[config.mk]
export PLATFORM = sky130hd
export DESIGN_NAME = alu_pipe_flags
export DESIGN_NICKNAME = d
export VERILOG_FILES = /design/src/rtl/alu_pipe_flags.sv
export SDC_FILE = /design/constraint.sdc
export NUM_CORES = 1
export LEC_CHECK = 0
export ABC_CLOCK_PERIOD_IN_PS = 2900
export BUFFER_PORTS_ARGS = -buffer_cell sky130_fd_sc_hd__buf_2
export CAP_MARGIN = 20
export CORE_MARGIN = 2
export CORE_UTILIZATION = 25
export CTS_CLUSTER_SIZE = 40
export DETAILED_ROUTE_END_ITERATION = 12
export PLACE_DENSITY_LB_ADDON = 0.08
export SETUP_SLACK_MARGIN = 0.4
export SLEW_MARGIN = 40
export SYNTH_ARGS = -nofsm -noshare
export SYNTH_HDL_FRONTEND = slang
export SYNTH_SLANG_ARGS = --single-unit
[constraint.sdc]
create_clock -name clock -period 2.9 [get_ports clock]
set_clock_uncertainty 0.15 [all_clocks]
set_input_delay 0.435 -clock clock [delete_from_list [all_inputs] [get_ports clock]]
set_output_delay 0.435 -clock clock [all_outputs]
set_load 0.05 [all_outputs]
[src/rtl/alu_pipe_flags.sv]
// alu_pipe_flags: two-stage pipelined ALU with registered status flags and a
// persistent carry. The carry lets a narrow datapath chain multi-word
// add/subtract through ADC/SBC sequences.
//
// Handshake: a transfer happens on a port only in a cycle where valid and
// ready are both high at the rising edge. Once a source raises valid, it
// holds valid and payload stable until that transfer. This block never drops
// out_valid or changes out_y/flags until the consumer takes the result.
// in_ready is a combinational function of pipeline occupancy and out_ready.
module alu_pipe_flags #(
  parameter int W = 8
) (
  input  logic         clock,
  input  logic         reset,
  input  logic         in_valid,
  output logic         in_ready,
  input  logic [2:0]   in_op,
  input  logic [W-1:0] in_a,
  input  logic [W-1:0] in_b,
  input  logic         carry_clr,
  output logic         out_valid,
  input  logic         out_ready,
  output logic [W-1:0] out_y,
  output logic         out_z,
  output logic         out_n,
  output logic         out_c,
  output logic         out_v,
  output logic         carry_q
);

  localparam logic [2:0] OP_ADD = 3'b000;
  localparam logic [2:0] OP_ADC = 3'b001;
  localparam logic [2:0] OP_SUB = 3'b010;
  localparam logic [2:0] OP_SBC = 3'b011;
  localparam logic [2:0] OP_AND = 3'b100;
  localparam logic [2:0] OP_OR  = 3'b101;
  localparam logic [2:0] OP_XOR = 3'b110;
  localparam logic [2:0] OP_NOR = 3'b111;

  // Stage 1: captured operands and opcode
  logic         s1_valid;
  logic [2:0]   s1_op;
  logic [W-1:0] s1_a;
  logic [W-1:0] s1_b;
  logic         s1_clr;

  // Stage 2 valid; the result registers are the outputs themselves
  logic         s2_valid;

  logic advance1;
  logic advance2;

  // Combinational result of the op held in S1
  logic         cin;
  logic [W-1:0] b_eff;
  logic         c_seed;
  logic [W:0]   sum;
  logic [W-1:0] res_y;
  logic         res_c;
  logic         res_v;

  // Stage enables: a stage may load when it is empty or its content moves on
  always_comb begin
    advance2 = ~s2_valid | out_ready;
    advance1 = ~s1_valid | advance2;
  end

  assign in_ready  = advance1;
  assign out_valid = s2_valid;

  // Execute the S1 op: shared adder for add/sub, carry passes through logic ops
  always_comb begin
    cin    = s1_clr ? 1'b0 : carry_q;
    b_eff  = s1_op[1] ? ~s1_b : s1_b;
    c_seed = 1'b0;
    case (s1_op)
      OP_ADD:  c_seed = 1'b0;
      OP_ADC:  c_seed = cin;
      OP_SUB:  c_seed = 1'b1;
      OP_SBC:  c_seed = cin;
      default: c_seed = 1'b0;
    endcase
    sum   = {1'b0, s1_a} + {1'b0, b_eff} + {{W{1'b0}}, c_seed};
    res_y = sum[W-1:0];
    res_c = sum[W];
    res_v = (s1_a[W-1] == b_eff[W-1]) & (sum[W-1] != s1_a[W-1]);
    case (s1_op)
      OP_AND: begin
        res_y = s1_a & s1_b;
        res_c = cin;
        res_v = 1'b0;
      end
      OP_OR: begin
        res_y = s1_a | s1_b;
        res_c = cin;
        res_v = 1'b0;
      end
      OP_XOR: begin
        res_y = s1_a ^ s1_b;
        res_c = cin;
        res_v = 1'b0;
      end
      OP_NOR: begin
        res_y = ~(s1_a | s1_b);
        res_c = cin;
        res_v = 1'b0;
      end
      default: ;
    endcase
  end

  // Stage 1 register: take a new op whenever the stage can advance
  always_ff @(posedge clock) begin
    if (reset) begin
      s1_valid <= 1'b0;
      s1_op    <= 3'b000;
      s1_a     <= '0;
      s1_b     <= '0;
      s1_clr   <= 1'b0;
    end else if (advance1) begin
      s1_valid <= in_valid;
      if (in_valid) begin
        s1_op  <= in_op;
        s1_a   <= in_a;
        s1_b   <= in_b;
        s1_clr <= carry_clr;
      end
    end
  end

  // Stage 2 register and stored carry: results and carry commit together, in order
  always_ff @(posedge clock) begin
    if (reset) begin
      s2_valid <= 1'b0;
      out_y    <= '0;
      out_z    <= 1'b0;
      out_n    <= 1'b0;
      out_c    <= 1'b0;
      out_v    <= 1'b0;
      carry_q  <= 1'b0;
    end else if (advance2) begin
      s2_valid <= s1_valid;
      if (s1_valid) begin
        out_y   <= res_y;
        out_z   <= (res_y == '0);
        out_n   <= res_y[W-1];
        out_c   <= res_c;
        out_v   <= res_v;
        carry_q <= res_c;
      end
    end
  end

endmodule

---- Word level (Yosys, flattened, before mapping) ----
Index checks and enable logic that the tools add are counted.
cells by class
  add/sub/neg operators ................... 2
  $mul .................................... 0
  divide/modulo/power cells ............... 0
  magnitude comparators ................... 0
  equal/unequal tests ..................... 9
  shifts and indexed selects .............. 0
  muxes and demuxes ....................... 6
  bitwise operators ....................... 10
  reductions and logical operators ........ 5
operator list
  cell                                           count
  case mux 8 bit (4 select lines)                1
  inverter 8 bit                                 2
  == test 3 bit, second input constant           4
  adder 8 x 8 -> 9 bit                           1
  adder 9 x 1 -> 9 bit                           1
  AND 8 bit                                      1
  logical NOT 8 bit                              1
  two-way mux 8 bit                              1
  OR 8 bit                                       1
  XOR 8 bit                                      1
  == test 3 x 2 -> 1 bit, second input constant  2
  AND reduction 2 bit                            2
  OR reduction 4 bit                             1
  == test 3 x 1 -> 1 bit, second input constant  1
  two-way mux 1 bit                              3
  inverter 1 bit                                 2
  OR 1 bit                                       2
  case mux 1 bit (2 select lines)                1
  OR reduction 2 bit                             1
  AND 1 bit                                      1
  == test 1 bit                                  1
  != test 1 bit                                  1
storage, ports and cells
  register bits ........................... 34
  bits in latches ......................... 0
  RAM bits ................................ 0
  bits in read-only memories .............. 0
  input port bits ......................... 24
  output and inout port bits .............. 15
  logic and storage cells ................. 43
  memories kept ........................... 0

---- Depth between registers and ports, before layout ----
  word-level depth ........................ 7
  mapped depth ............................ 15
  mapped depth without buffers ............ 12

---- Worst setup path after synthesis ----
No wires, ideal clock.
  path type ............................... register to register
  start ................................... register s1_op[1]
  end ..................................... register carry_q
  library setup time ...................... 0.070 ns
  data arrival time ....................... 2.617 ns
  required time ........................... 2.680 ns
  path slack .............................. 0.062 ns
  cell stages (with the launch flop) ...... 16
  path buffers ............................ 3
  period minus slack after synthesis ...... 2.838 ns
  path through ............................ dfxtp_1 -> buf_6 -> buf_12 -> buf_2 -> nand2b_1 -> a21o_1 -> fa_1 -> inv_1 -> fa_1 -> a211oi_1 -> nor2_1 -> a31oi_1 -> o21bai_1 -> a21oi_1 -> or3_1 -> a21oi_1
on the way
  cells in the longest elaborated chain, start to end .. 5
  elaborated cells on any way between the ends .. 14
  classes of those cells .................. add/sub (2); eq/ne (7); mux (3); reduce/logical (2)
RTL lines
  what                                                          RTL line  source
  start, declared                                               42        logic [2:0] s1_op;
  start signal, assigned                                        123       s1_op <= in_op;
  branches (longest 4 deep; another with adder 8 x 8 -> 9 bit)  --
  two-way mux 1 bit *                                           87        case (s1_op)
  end signal, assigned                                          149       carry_q <= res_c;
  end, declared                                                 28        output logic carry_q
Mark *: on every way between the ends.
A chain may end at the register's enable or synchronous reset.

---- Worst setup path after layout ----
  start ................................... register s1_clr
  end ..................................... register out_z
on the way
  cells in the longest elaborated chain, start to end .. 5
RTL lines
  what                             RTL line  source
  start, declared                  45        logic s1_clr;
  start signal, assigned           126       s1_clr <= carry_clr;
  two-way mux 1 bit                73        cin = s1_clr ? 1'b0 : carry_q;
  case mux 1 bit (2 select lines)  76        case (s1_op)
  adder 9 x 1 -> 9 bit             83        sum = {1'b0, s1_a} + {1'b0, b_eff} + {{W{1'b0}}, c_seed};
  case mux 8 bit (4 select lines)  87
  logical NOT 8 bit                145       out_z <= (res_y == '0);
  end signal, assigned             145
  end, declared                    24        output logic out_z,
No other way between the ends.

==> results.cfg <==
[outcome]
outcome = complete, no violations

[synth]
synth_top_area_share_pct = 29.88
synthTopCellsByArea = dfxtp_1 30%, ha_1 13%, nand2_1 9.3%
synth-seq-area-share_pct = 29.88
yosysTopAreaCell = dfxtp_1
ys.warnings.count = 0
syn_area_per_cell_um2 = 7.868
synth.distinct_cells = 40
synth_nets = 330
synth.cell_area_um2 = 2211
postSynthCellCount = 281
synth-seq-cells = 33

[finish]
layout-drive-gt1-share_pct = 26.10
final_cells = 426
insertedDiodeCount = 0
final_area_um2 = 2694
syn_to_final_growth_pct = 21.84
nNetsFinal = 366

[floorplan]
fp.dieArea_um2 = 9612
start_util_pct = 25.60
die_x_um = 98.04
core_um2 = 8636
die_h_um = 98.04
io_pins = 39
row_count = 34

[global_route]
grt_use_total_pct = 12.23
grt_max_degree = 34
grt_overflow = 0
first_global_vias = 1938
grt_pass1_wl_um = 9480
antenna_found_initial = 0

[hold_path]
min_path_cells = 3
hold_path_class = in -> reg
hold_end = s1_clr
min-delay-start = carry_clr

[setup_path]
r2r_cells = 10
critPathMaxStageDelay_ns = 0.39
crit_type = reg -> reg
cp_max_fo = 4
critPathCaptureType = flop
r2r-start = s1_clr
critPathArrivalTime_ns = 2.60
r2r_end = out_z
critical-path-slowest-cell = or3_1
r2r_slack_ns = 0.35
cp_cell_sequence = nand3b_1 -> a21o_1 -> fa_2 -> nand2b_1 -> a21oi_2 -> a31oi_2 -> or3_1 -> nand3_1 -> nand4_1 -> a21oi_1
start_kind = flop
critPathRequiredTime_ns = 2.96

[detailed_routing]
ant_nets = 0
wl_um = 5384
vias_per_cell = 4.484
num_vias = 1910
firstDrtPassIters = 4
wl_per_cell_um = 12.64
drtIter0Drc = 17
drc = 0

[clock_tree]
cts.sinks = 33
cts_root_buf = clkbuf_8
cts.hold.buffers_added = 0
clk-insertion-delay-late_ns = 0.28
tritoncts.num_buffers = 5
clk_path_buf_depth = 2
htree_levels = 2
tritoncts = yes
cts.clk_slew.worst_paths_ns = 0.07

[pwr]
power.share.combinational_pct = 28.3
clkPwrFrac_pct = 28.9
cellLeakagePower_uw = 0.001212
p_switching_uw = 398.3
power.share.switching_pct = 33.74
power.density_nw_per_um2 = 438.3
p_seq_share_pct = 42.9
p_int_uw = 782.3
p_total_uw = 1181
vdd_ir_drop_max_mv = 0.1470

[timing]
hold-worst-slack_ns = 0.2322
finalSetupTns_ns = 0
finalSetupViolCount = 0
max_slew_margin_pct = 54.75
post-route-min-period_ns = 2.547
max_clock_freq_mhz = 392.6
tightest_slew_ns = 0.6787
hold_violations = 0
slew_violations = 0
fin_crit_sh_pct = 87.83
rsz0062_at_grt = yes

[place]
port-buffer-count = 38
dp_cells = 414
gp_congestion = 0.7750
place_hpwl_um = 4119
placed_area_um2 = 2512

[run]
max_cap_viol_count = 0
-- synthesized netlist by cell type --
| library cell | number |
|---|---|
| nand2_1 | 55 |
| dfxtp_1 | 33 |
| a21oi_1 | 31 |
| ha_1 | 23 |
| inv_1 | 20 |
| nor2_1 | 20 |
| xor2_1 | 14 |
| clkbuf_1 | 12 |
| xnor2_1 | 8 |
| o21ai_1 | 6 |
| a211oi_1 | 5 |
| nand2b_1 | 4 |
| nand3_1 | 4 |
| o21ai_0 | 4 |
| mux2_1 | 3 |
| mux2i_1 | 3 |
| nor2b_1 | 3 |
| nor3_1 | 3 |
| a21o_1 | 2 |
| a31oi_1 | 2 |
| buf_2 | 2 |
| buf_4 | 2 |
| fa_1 | 2 |
| o211a_1 | 2 |
| o211ai_2 | 2 |
| or3_1 | 2 |
| a21oi_2 | 1 |
| and2_1 | 1 |
| and2b_1 | 1 |
| buf_12 | 1 |
| buf_6 | 1 |
| clkbuf_2 | 1 |
| mux2_2 | 1 |
| mux2_4 | 1 |
| nand3b_1 | 1 |
| nand4_1 | 1 |
| nor4_2 | 1 |
| o211ai_1 | 1 |
| o21bai_1 | 1 |
| o22ai_1 | 1 |
-- metal layers --
layer	part of all wire (%)	global-route usage (%)	up-vias
met5	0	0	-
met4	0.78	2.991	0
met3	4.4	2.434	2
met2	45	19.97	37
met1	50	16.62	879
li1	-	-	992
-- final cells by class --
| type | instances | area, um^2 |
|---|---|---|
| Clock buffer | 8 | 80.08 |
| Timing Repair Buffer | 48 | 265.3 |
| Fill cell | 962 | 5942 |
| Tap cell | 108 | 135.1 |
| Multi-Input combinational cell | 209 | 1468 |
| Sequential cell | 33 | 670.6 |
| Inverter | 20 | 75.07 |
-- layout by cell type, fill, tap and decap left out, types with 3 or more instances in the layout --
| cell type | instances |
|---|---|
| a211oi_1 | 3 |
| a21oi_1 | 29 |
| a21oi_2 | 3 |
| buf_2 | 38 |
| buf_4 | 10 |
| clkbuf_1 | 3 |
| clkbuf_8 | 5 |
| dfxtp_1 | 29 |
| ha_1 | 23 |
| inv_1 | 19 |
| mux2_1 | 3 |
| mux2i_1 | 3 |
| nand2_1 | 55 |
| nand2b_1 | 3 |
| nand3_1 | 4 |
| nor2_1 | 18 |
| nor2b_1 | 3 |
| o21ai_0 | 3 |
| o21ai_1 | 4 |
| o21ai_2 | 3 |
| xnor2_1 | 6 |
| xor2_1 | 13 |
-- through the flow --
stage | utilization, % | worst slack (ns)
after floorplan | - | 0.1945
after global placement | 29.09 | 0.2806
after detailed placement | 29.09 | 0.2470
after CTS | 30.66 | 0.2840
after global routing | 31.19 | 0.2051
final | 31.19 | 0.3528
-- worst max-delay path: cells and delay by family (launching register included) --
kind                     cells  cell delay (ns)
AO/OA/AOI/OAI                4             0.69
flip-flops                   1             0.33
AND/OR/NAND/NOR              5             0.93
adder cells (fa/ha/maj)      1             0.36
-- worst max-delay path by stage --
stage | from | to | slack, ns | depth (start not counted)
2_1_floorplan | s1_op[1] | carry_q | 0.19 | 15
3_3_place_gp | s1_op[1] | out_z | 0.28 | 10
3_5_place_dp | s1_op[0] | out_z | 0.25 | 12
4_1_cts | s1_op[0] | out_z | 0.28 | 13
5_1_grt | s1_op[0] | out_z | 0.21 | 13
6_report | s1_clr | out_z | 0.35 | 10
-- repair_timing --
| action | CTS | global route |
|---|---|---|
| resized for setup | 6 | 11 |
| buffers inserted | 4 | 0 |
| pin swaps | 11 | 10 |
| setup endpoints to repair | 6 | 7 |
| hold endpoints to repair | 0 | 0 |
-- registers in the layout (all words and copies together), names as in the netlist --
register,cells
out_y,8
s1_a,8
s1_b,8
s1_op,3
carry_q,1
out_v,1
out_valid,1
out_z,1
s1_clr,1
s1_valid,1
-- power by group through the flow --
stage	Clock [uW]	Sequential, uW	Combinational (uW)
detailed placement	0	517	316
floorplan	0	544	217
global route	388	512	378
global placement	0	517	317
CTS	363	506	329
finish	341	506	334
-- cells by family after synthesis --
kind of cell	share of synthesized area (%)
DFF	29.88
and+or+nand+nor	18.68
muxes	4.074
adders and majority gates	14.83
xor gates and xnor gates	8.716
buffers and inverters	8.205
AOI/OAI and AO/OA	15.62
Power figures use the tool's default switching activity.
